==> src/rtl/mlx90640_subpage_merge_if.sv <==
// Read/write bus between the subpage merge engine and its memories.
// The engine is the master: it drives the shared ROM/RAM read address and the frame-buffer write port.
interface mlx90640_subpage_merge_if #(
    parameter int DEPTH = 832,
    parameter int DATAW = 16
);
    localparam int ADDRW = $clog2(DEPTH);

    // The ROM and RAM reads are synchronous: mask/src_data answer the rd_addr of the previous cycle.
    // The frame-buffer port has no back-pressure: a word is written on every cycle that fb_we is high.
    logic [ADDRW-1:0] rd_addr;
    logic             mask_pg0;
    logic             mask_pg1;
    logic [DATAW-1:0] src_data;
    logic             fb_we;
    logic [ADDRW-1:0] fb_addr;
    logic [DATAW-1:0] fb_data;

    modport master (
        output rd_addr, fb_we, fb_addr, fb_data,
        input  mask_pg0, mask_pg1, src_data
    );

    modport slave (
        input  rd_addr, fb_we, fb_addr, fb_data,
        output mask_pg0, mask_pg1, src_data
    );
endinterface

==> src/rtl/mlx90640_subpage_merge.sv <==
// Sweeps one captured subpage image and copies the words selected by that subpage's pattern mask
// into the frame buffer. It also tracks which subpages are fresh so it can flag a complete frame.
module mlx90640_subpage_merge #(
    parameter int DEPTH = 832,
    parameter int DATAW = 16
) (
    input  logic                      clk,
    input  logic                      rst_n,
    input  logic                      start,
    input  logic                      subpage,
    mlx90640_subpage_merge_if.master  bus,
    output logic                      busy,
    output logic                      done,
    output logic                      frame_complete,
    output logic [$clog2(DEPTH):0]    wr_count,
    output logic [1:0]                dbg_state
);
    localparam int ADDRW = $clog2(DEPTH);
    localparam logic [ADDRW-1:0] LAST_ADDR = ADDRW'(DEPTH - 1);

    typedef enum logic [1:0] {IDLE, RUN, DRAIN, FINISH} state_e;

    state_e           state_q, state_d;
    logic [ADDRW-1:0] addr_q, addr_d;
    logic             sp_sel_q, sp_sel_d;
    logic             drain_q, drain_d;
    logic [1:0]       seen_q, seen_d;
    logic [ADDRW:0]   tally_q, tally_d;
    logic [ADDRW:0]   wr_count_q, wr_count_d;
    logic [1:0]       seen_set;

    logic             v1_q;
    logic [ADDRW-1:0] a1_q;
    logic             fb_we_q;
    logic [ADDRW-1:0] fb_addr_q;
    logic [DATAW-1:0] fb_data_q;

    assign seen_set = seen_q | (sp_sel_q ? 2'b10 : 2'b01);

    always_comb begin
        state_d        = state_q;
        addr_d         = addr_q;
        sp_sel_d       = sp_sel_q;
        drain_d        = drain_q;
        seen_d         = seen_q;
        wr_count_d     = wr_count_q;
        tally_d        = tally_q + {{ADDRW{1'b0}}, fb_we_q};
        done           = 1'b0;
        frame_complete = 1'b0;
        unique case (state_q)
            IDLE: begin
                if (start) begin
                    sp_sel_d = subpage;
                    addr_d   = '0;
                    tally_d  = '0;
                    drain_d  = 1'b0;
                    state_d  = RUN;
                end
            end
            RUN: begin
                // The last address is held rather than wrapped so rd_addr stays stable afterwards.
                if (addr_q == LAST_ADDR) begin
                    drain_d = 1'b0;
                    state_d = DRAIN;
                end else begin
                    addr_d = addr_q + 1'b1;
                end
            end
            DRAIN: begin
                drain_d = 1'b1;
                if (drain_q) state_d = FINISH;
            end
            FINISH: begin
                done       = 1'b1;
                wr_count_d = tally_q;
                if (&seen_set) begin
                    frame_complete = 1'b1;
                    seen_d         = 2'b00;
                end else begin
                    seen_d = seen_set;
                end
                state_d = IDLE;
            end
            default: state_d = IDLE;
        endcase
    end

    always_ff @(posedge clk or negedge rst_n) begin
        if (!rst_n) begin
            state_q    <= IDLE;
            addr_q     <= '0;
            sp_sel_q   <= 1'b0;
            drain_q    <= 1'b0;
            seen_q     <= 2'b00;
            tally_q    <= '0;
            wr_count_q <= '0;
        end else begin
            state_q    <= state_d;
            addr_q     <= addr_d;
            sp_sel_q   <= sp_sel_d;
            drain_q    <= drain_d;
            seen_q     <= seen_d;
            tally_q    <= tally_d;
            wr_count_q <= wr_count_d;
        end
    end

    // Stage 1 tracks the address in flight; stage 2 lines it up with the synchronous memory data.
    always_ff @(posedge clk or negedge rst_n) begin
        if (!rst_n) begin
            v1_q      <= 1'b0;
            a1_q      <= '0;
            fb_we_q   <= 1'b0;
            fb_addr_q <= '0;
            fb_data_q <= '0;
        end else begin
            v1_q      <= (state_q == RUN);
            a1_q      <= addr_q;
            fb_we_q   <= v1_q & (sp_sel_q ? bus.mask_pg1 : bus.mask_pg0);
            fb_addr_q <= a1_q;
            fb_data_q <= bus.src_data;
        end
    end

    assign bus.rd_addr = addr_q;
    assign bus.fb_we   = fb_we_q;
    assign bus.fb_addr = fb_addr_q;
    assign bus.fb_data = fb_data_q;
    assign busy        = (state_q != IDLE);
    assign wr_count    = wr_count_q;
    assign dbg_state   = state_q;
endmodule

==> src/flat_wrapper.sv <==
// flat-port wrapper written by rule: the top's interface ports become plain ports
module mlx90640_subpage_merge_flat 
#(
    parameter int DEPTH = 832,
    parameter int DATAW = 16
)
  (clk, rst_n, start, subpage, busy, done, frame_complete, wr_count, dbg_state, bus_rd_addr, bus_fb_we, bus_fb_addr, bus_fb_data, bus_mask_pg0, bus_mask_pg1, bus_src_data);
  mlx90640_subpage_merge_if #(.DEPTH(DEPTH), .DATAW(DATAW)) bus_i ();
  input  logic clk;
  input  logic rst_n;
  input  logic start;
  input  logic subpage;
  output logic busy;
  output logic done;
  output logic frame_complete;
  output logic [$clog2(DEPTH):0] wr_count;
  output logic [1:0] dbg_state;
  output wire logic [$bits(bus_i.rd_addr)-1:0] bus_rd_addr;
  output wire logic [$bits(bus_i.fb_we)-1:0] bus_fb_we;
  output wire logic [$bits(bus_i.fb_addr)-1:0] bus_fb_addr;
  output wire logic [$bits(bus_i.fb_data)-1:0] bus_fb_data;
  input wire logic [$bits(bus_i.mask_pg0)-1:0] bus_mask_pg0;
  input wire logic [$bits(bus_i.mask_pg1)-1:0] bus_mask_pg1;
  input wire logic [$bits(bus_i.src_data)-1:0] bus_src_data;
  assign bus_rd_addr = bus_i.rd_addr;
  assign bus_fb_we = bus_i.fb_we;
  assign bus_fb_addr = bus_i.fb_addr;
  assign bus_fb_data = bus_i.fb_data;
  assign bus_i.mask_pg0 = bus_mask_pg0;
  assign bus_i.mask_pg1 = bus_mask_pg1;
  assign bus_i.src_data = bus_src_data;
  mlx90640_subpage_merge #(.DEPTH(DEPTH), .DATAW(DATAW)) u_core (.clk(clk), .rst_n(rst_n), .start(start), .subpage(subpage), .bus(bus_i), .busy(busy), .done(done), .frame_complete(frame_complete), .wr_count(wr_count), .dbg_state(dbg_state));
endmodule
==> config.mk <==
export PLATFORM = sky130hd
export DESIGN_NAME = mlx90640_subpage_merge_flat
export DESIGN_NICKNAME = d
export VERILOG_FILES = /design/src/rtl/mlx90640_subpage_merge_if.sv /design/src/rtl/mlx90640_subpage_merge.sv /design/src/flat_wrapper.sv
export SDC_FILE = /design/constraint.sdc
export NUM_CORES = 1
export LEC_CHECK = 0
export CAP_MARGIN = 30
export CELL_PAD_IN_SITES_DETAIL_PLACEMENT = 0
export CELL_PAD_IN_SITES_GLOBAL_PLACEMENT = 1
export CORE_ASPECT_RATIO = 0.9
export CORE_MARGIN = 3
export CORE_UTILIZATION = 35
export CTS_BUF_LIST = sky130_fd_sc_hd__clkbuf_8
export DETAILED_ROUTE_END_ITERATION = 7
export DONT_BUFFER_PORTS = 1
export GPL_ROUTABILITY_DRIVEN = 0
export PLACE_DENSITY_LB_ADDON = 0.1
export RECOVER_POWER = 50
export SLEW_MARGIN = 0
export SYNTH_ARGS = -nofsm -noshare
export SYNTH_HDL_FRONTEND = slang
export SYNTH_SLANG_ARGS = --single-unit
==> constraint.sdc <==
create_clock -name clk -period 3.3 [get_ports clk]
set_input_delay 0.33 -clock clk [delete_from_list [all_inputs] [get_ports clk]]
set_output_delay 0.33 -clock clk [all_outputs]
set_load 0.05 [all_outputs]
==> impl_metrics.env <==
export IMPL_vias_in_the_first_global_route=1909
export IMPL_mappedNetlistNets=255
export IMPL_power_total_mw=2.112
export IMPL_critPathArrivalTime_ns=2.90
export IMPL_rsz0062_at_grt="no"
export IMPL_maximum_level_of_the_cts_h_tree=3
export IMPL_detailed_route_iter0_violations=72
export IMPL_crit_path_max_fanout=8
export IMPL_dpl_hpwl_um=3955
export IMPL_post_synth_main_area_contributors="dfrtp_1 (65%), mux2_2 (5.7%), ha_1 (3.0%), nor2_1 (2.0%), a21oi_1 (1.9%)"
export IMPL_maxClockFrequency_mhz=373.9
export IMPL_worst_hold_path_type="input pin to flop"
export IMPL_synth_edff_count=0
export IMPL_die_h_um=92.96
export IMPL_placementRows=31
export IMPL_final_hold_viol_count=0
export IMPL_design_final_nets=288
export IMPL_post_cts_buffers=0
export IMPL_placedCellCount=329
export IMPL_firstDrtPassIters=4
export IMPL_outcome="finished with violations"
export IMPL_route_detailed_drc=0
export IMPL_whs_path_depth=1
export IMPL_failed_checks="capacitance limit, slew limit"
export IMPL_layout_stage_area_growth_over_the_synthesis_result_pct=18.68
export IMPL_grt_max_degree=77
export IMPL_r2r_setup_slack_ns=0.63
export IMPL_layoutNonFillerInstCount=363
export IMPL_layout_cell_area_non_filler_um2=3490
export IMPL_total_leakage_power_nw=1.542
export IMPL_detail_route_wirelength_um=6078
export IMPL_detail_route_vias_per_cell=5.121
export IMPL_worst_slew_pin_transition_ns=1.831
export IMPL_detailroute_via_count=1859
export IMPL_clock_insertion_delay_worst_skew_ns=0.35
export IMPL_die_x_um=102.6
export IMPL_finalClockSkew_ns=0.009818
export IMPL_worst_path_buf_inv=1
export IMPL_core_area_um2=8107
export IMPL_crit_reg2reg_capture="u_core.dbg_state[1]$_DFFE_PN0P_"
export IMPL_period_needed_ns=2.674
export IMPL_start_util=0.3627
export IMPL_synth_seq_cells=76
export IMPL_cts_path_max_buffers=2
export IMPL_cpPeakStageDelay_ns=0.70
export IMPL_finalSetupViolations=0
export IMPL_ys_types=45
export IMPL_diodes=0
export IMPL_globalRoute_totalOverflow=0
export IMPL_critical_path_endpoint_type="flop"
export IMPL_path_cells="clkbuf_1 -> nand2_2 -> or4_1 -> a221oi_4 -> mux2_1"
export IMPL_worst_setup_path_type="flop to flop"
export IMPL_postPlaceCellArea_um2=3102
export IMPL_cts_repair_resize_count=0
export IMPL_synth_cells=226
export IMPL_post_route_util=0.4305
export IMPL_synth_top_area_share=0.6468
export IMPL_synth_top_flop_cell="dfrtp_1"
export IMPL_seq_area_frac_synth=0.6468
export IMPL_pin_count=75
export IMPL_syn_area_per_cell_um2=13.01
export IMPL_cts_sink_count=76
export IMPL_numCtsBuffers=9
export IMPL_worst_hold_startpoint="subpage"
export IMPL_max_vdd_ir_drop_mv=0.2222
export IMPL_cp_data_required_time_ns=3.53
export IMPL_crit_path_top_delay_cell="clkbuf_1"
export IMPL_finalMaxSlewViolations=77
export IMPL_cell_type_with_the_highest_aggregate_area_in_the_netlist="dfrtp_1"
export IMPL_max_cap_violations=1
export IMPL_timing_setup_tns_ns=0
export IMPL_clk_tree_root_cell="clkbuf_8"
export IMPL_grt_first_pass_wirelength_um=9915
export IMPL_number_of_cells_on_the_worst_reg_to_reg_path=5
export IMPL_crit_reg2reg_launch="u_core.bus.rd_addr[2]$_DFFE_PN0P_"
export IMPL_crit_path_start_kind="flop"
export IMPL_grt_util_all_layers=0.1371
export IMPL_timing_hold_worst_endpoint="u_core.sp_sel_q$_DFFE_PN0P_"
export IMPL_slew_margin_rel=-0.2208
export IMPL_tritoncts="built"
export IMPL_cts_reportedPaths_clkPinSlew_ns=0.08
export IMPL_final_layout_size_suffix_gt1_frac=0.1705
export IMPL_die_area_um2=9539
export IMPL_io_buffers=0
export IMPL_crit_family="simple AND/OR/NAND/NOR gates"
export IMPL_synth_warnings=0
export IMPL_timing_final_crit_share=0.8104
export IMPL_initial_antenna_violation_count=0
export IMPL_fillers=725
export IMPL_power_density_nw_per_um2=605.2
export IMPL_async_reset_ff_frac=1.000
export IMPL_post_synth_instance_area_um2=2940
export IMPL_drt_wirelength_per_cell_um=16.74
export IMPL_drtAntennaViolNets=0
## routing by layer
metal | track usage | part of all wire | up-vias
met3 | 0.06551 | 0.070 | 5
met1 | 0.1824 | 0.47 | 930
met5 | 0 | 0 | -
met2 | 0.1930 | 0.45 | 67
li1 | - | - | 857
met4 | 0.04809 | 0.0099 | 0
## cells in the mapped netlist, types with 3 or more instances
| master | number |
|---|---|
| a21oi_1 | 11 |
| o21ai_0 | 6 |
| clkbuf_1 | 3 |
| ha_1 | 7 |
| nor3_1 | 6 |
| mux2_2 | 15 |
| nor2_1 | 16 |
| nor2b_1 | 6 |
| xnor2_1 | 3 |
| nand2_1 | 11 |
| nand3_1 | 6 |
| inv_1 | 7 |
| dfrtp_1 | 76 |
| xor2_1 | 5 |
| nand4_1 | 6 |
## flip-flops by register name, summed over array words and instances, names as in the netlist
register / count
u_core.sp_sel_q: 1
u_core.wr_count: 11
u_core.a1_q: 10
u_core.dbg_state: 2
u_core.drain_q: 1
u_core.v1_q: 1
u_core.bus.fb_we: 1
u_core.tally_q: 11
u_core.seen_q: 2
u_core.bus.rd_addr: 10
u_core.bus.fb_data: 16
u_core.bus.fb_addr: 10
## placed cells by master (no fill, tap or decap), types with 3 or more instances in the layout
cell type / instances
mux2_2: 15
ha_1: 7
nand4_1: 6
clkbuf_1: 4
nand2_1: 11
a21oi_1: 11
xnor2_1: 3
xor2_1: 5
clkbuf_8: 9
o21ai_0: 6
nand3_1: 6
nor3_1: 6
nor2b_1: 6
dfrtp_1: 76
nor2_1: 16
inv_6: 4
buf_4: 7
inv_1: 7
dlygate4sd3_1: 17
## per-stage QoR
stage,worst slack (ns),hold slack [ns]
floorplan,0.3673,0.03441
global placement,0.9647,0.03654
detailed placement,0.8983,0.03602
CTS,0.8933,0.1108
global route,0.5258,0.09367
finish,0.6255,0.1361
## timing repair
| item | CTS | global route |
|---|---|---|
| hold endpoints to repair | 92 | 0 |
| hold buffers | 18 | 0 |
| endpoints found under the setup margin | 0 | 0 |
## cell type report
| class | instances | area, um2 | share of cell area |
|---|---|---|---|
| tap | 99 | 123.9 | 0.03550 |
| clock buffer | 9 | 123.9 | 0.03550 |
| timing repair buffer | 29 | 242.7 | 0.06956 |
| inverter | 7 | 26.28 | 0.007530 |
| multi-input combinational | 136 | 967.2 | 0.2772 |
| sequential | 76 | 1902 | 0.5450 |
| clock inverter | 7 | 103.9 | 0.02976 |
## report_power, final
part	leakage, nW	total (mW)	switching [mW]	internal [mW]
logic	0.519	0.160	0.0801	0.0800
registers	0.909	1.14	0.134	1.01
clock network	0.115	0.810	0.372	0.438
## worst max-delay path by stage
stage,start,to,slack [ns],depth (start not counted)
after floorplan,u_core.dbg_state[0]$_DFFE_PN0P_,frame_complete,0.37,4
after global placement,u_core.bus.rd_addr[5]$_DFFE_PN0P_,u_core.dbg_state[1]$_DFFE_PN0P_,0.96,4
after detailed placement,u_core.bus.rd_addr[5]$_DFFE_PN0P_,u_core.dbg_state[1]$_DFFE_PN0P_,0.90,4
after CTS,u_core.bus.rd_addr[5]$_DFFE_PN0P_,u_core.dbg_state[1]$_DFFE_PN0P_,0.89,4
after global routing,u_core.bus.rd_addr[2]$_DFFE_PN0P_,u_core.dbg_state[1]$_DFFE_PN0P_,0.53,5
final,u_core.bus.rd_addr[2]$_DFFE_PN0P_,u_core.dbg_state[1]$_DFFE_PN0P_,0.63,5
## cells by family (layout without fill, tap and decap cells)
group / Yosys count / in the layout / share of synthesized area
buffers and inverters: 14 / 52 / 0.02425
adders and majority gates: 7 / 7 / 0.02979
DFF: 76 / 76 / 0.6468
AOI/OAI and AO/OA: 34 / 34 / 0.08171
and+or+nand+nor: 68 / 68 / 0.1217
xor gates and xnor gates: 8 / 8 / 0.02383
muxes: 19 / 19 / 0.07191
(Power assumes the default switching activity.)
==> variant: new RTL, same settings <==
`DEPTH` is set to 832 in 3 places; all go to 1664.
--- a/src/rtl/mlx90640_subpage_merge_if.sv
+++ b/src/rtl/mlx90640_subpage_merge_if.sv
@@ -1,7 +1,7 @@
 // Read/write bus between the subpage merge engine and its memories.
 // The engine is the master: it drives the shared ROM/RAM read address and the frame-buffer write port.
 interface mlx90640_subpage_merge_if #(
-    parameter int DEPTH = 832,
+    parameter int DEPTH = 1664,
     parameter int DATAW = 16
 );
     localparam int ADDRW = $clog2(DEPTH);
--- a/src/rtl/mlx90640_subpage_merge.sv
+++ b/src/rtl/mlx90640_subpage_merge.sv
@@ -1,7 +1,7 @@
 // Sweeps one captured subpage image and copies the words selected by that subpage's pattern mask
 // into the frame buffer. It also tracks which subpages are fresh so it can flag a complete frame.
 module mlx90640_subpage_merge #(
-    parameter int DEPTH = 832,
+    parameter int DEPTH = 1664,
     parameter int DATAW = 16
 ) (
     input  logic                      clk,
--- a/src/flat_wrapper.sv
+++ b/src/flat_wrapper.sv
@@ -1,7 +1,7 @@
 // flat-port wrapper written by rule: the top's interface ports become plain ports
 module mlx90640_subpage_merge_flat 
 #(
-    parameter int DEPTH = 832,
+    parameter int DEPTH = 1664,
     parameter int DATAW = 16
 )
   (clk, rst_n, start, subpage, busy, done, frame_complete, wr_count, dbg_state, bus_rd_addr, bus_fb_we, bus_fb_addr, bus_fb_data, bus_mask_pg0, bus_mask_pg1, bus_src_data);
Interface: changed (resized bus_fb_addr, bus_rd_addr and wr_count); port bits go from 75 to 78. The function was not compared with the original's and may differ.
==> variant against the unedited design <==
The run still ends with max-capacitance violations, max-slew violations left; area after synthesis rose by 4.3%; routed wire length fell by 1.8%; critical endpoint is now u_core.bus.rd_addr[9]; sequential share of layout area rose by 1.0 points; cell count rose by 6.9%; clock power rose by 2.6%; total power rose by 5.7%; setup slack improved by 0.0045 ns; final area rose by 4.6%; sequential cell count rose by 5; clock skew rose by 0.00057 ns; largest cell class unchanged.
==> variant: results (changes against the unedited design) <==
Worst setup path
  – CP max stage cell: or4_4 (was clkbuf_1)
  – R2r worst-path depth: 6 (was 5)
  – Reg2reg end: u_core.bus.rd_addr[9] (was u_core.dbg_state[1])
  – R2R Setup Slk: 0.63 ns
  – Worst Path Max Fanout: 13 (was 8)
  – Critical path launch point: u_core.bus.rd_addr[1] (was u_core.bus.rd_addr[2])

Synthesis
  – Post-synthesis mux area share: 0.06487 (was 0.07191)
  – Most frequent cells after synthesis: dfrtp_1, inv_1, mux2_2, nand3_1, nor2_1 (was dfrtp_1, nor2_1, mux2_2, a21oi_1, nand2_1)
  – Sequential area share after synthesis: 0.6610 (was 0.6468)
  – Yosys reg bits: 81 (was 76)
  – Unique masters post-synth: 36 (was 45)
  – Complex-gate fraction of the synthesized area: 0.06324 (was 0.08170)
  – Synth Area in XOR/XNOR: 0.02285 (was 0.02383)
  – Synth top area cells: dfrtp_1, mux2_2, ha_1, inv_1, o221ai_1 (was dfrtp_1, mux2_2, ha_1, nor2_1, a21oi_1)
  – Post-Synth Adder-Cell Area: 0.02856 (was 0.02979)

Detailed routing
  – Iter 0 DRT Violations: 74 (was 72)
  – WL met1: 2.839 mm (was 2.836 mm)
  – WL/cell: 15.39 um (was 16.74 um)
  – First-pass DRT Iterations: 4 (unchanged)
  – Via/cell ratio: 4.825 (was 5.121)
  – Met2 WL: 2.607 mm (was 2.755 mm)
  – Met3 routed WL: 446 um (was 426 um)

Global route
  – GR Layer Usage met2: 0.1962 (was 0.1930)
  – All-Layer GR Usage: 0.1299 (was 0.1371)
  – Largest net degree at the start of global routing: 82 (was 77)
  – Vias in the first global route: 1,872 (was 1,909)
  – Grt met1 use: 0.1657 (was 0.1824)
  – GR Util met3: 0.06152 (was 0.06551)
  – Global-route wire length before repair: 9.991 mm (was 9.915 mm)

Timing
  – Worst slew pin tran: 1.938 ns (was 1.831 ns)
  – Fin. max-slew vios: 82 (was 77)
  – Fin Clk Skew: 0.01039 ns (was 0.009818 ns)

Flow run
  – Max_cap viols: 1 (unchanged)

Cells and area
  – Clock buf/inv share: 0.06445 (was 0.06526)
  – Signal buf overhead: 0.06445 (was 0.06956)
  – Share of cells above drive strength 1: 0.1538 (was 0.1705)
  – Nets: 297 (was 288)
  – Sequential cell area share: 0.5554 (was 0.5450)
  – Fill count: 809 (was 725)
  – Comb_multi_in: 130 (was 136)
  – Multi-input logic portion of the cell area: 0.2588 (was 0.2772)
  – Non-Clock Inverter Count: 17 (was 7)

Power and ir drop
  – Total sequential power: 1.21 mW (was 1.14 mW)
  – Clock share of power: 0.372 (was 0.383)
  – Psw: 621.7 uW (was 585.9 uW)

Placed design
  – Final HPWL DP: 3.838 mm (was 3.955 mm)

Run status
  – Status: finished with violations (unchanged)
  – Failing checks: max-capacitance violations, max-slew violations (unchanged)
==> variant: changes by cell type after synthesis, moves of 3 or more <==
cell	unedited run	this run
inv_1	7	17
o221ai_1	0	7
a21oi_1	11	6
dfrtp_1	76	81
nand3_1	6	11
nor2_1	16	11
and3_1	2	6
nor3_1	6	2
nor4_1	1	5
nand2_1	11	8
==> variant: what timing repair did <==
action	in CTS	in global routing
hold buffers	18	0
resized for setup	0	0
endpoints found under the hold margin	97	0
==> variant: per-stage QoR <==
step                instance area [sq um]  instances  hold WS (ns)  worst slack, ns  total power, mW
finish                               3650        388        0.1218           0.6300            2.233
global route                         3650        388        0.1015           0.4435            2.361
CTS                                  3695        388        0.1016           0.8963            2.273
detailed placement                   3262        354       0.03628           0.9156            1.390
global placement                     3262        354       0.03621           0.9993            1.388
floorplan                            3067        234       0.03441           0.3353            1.339
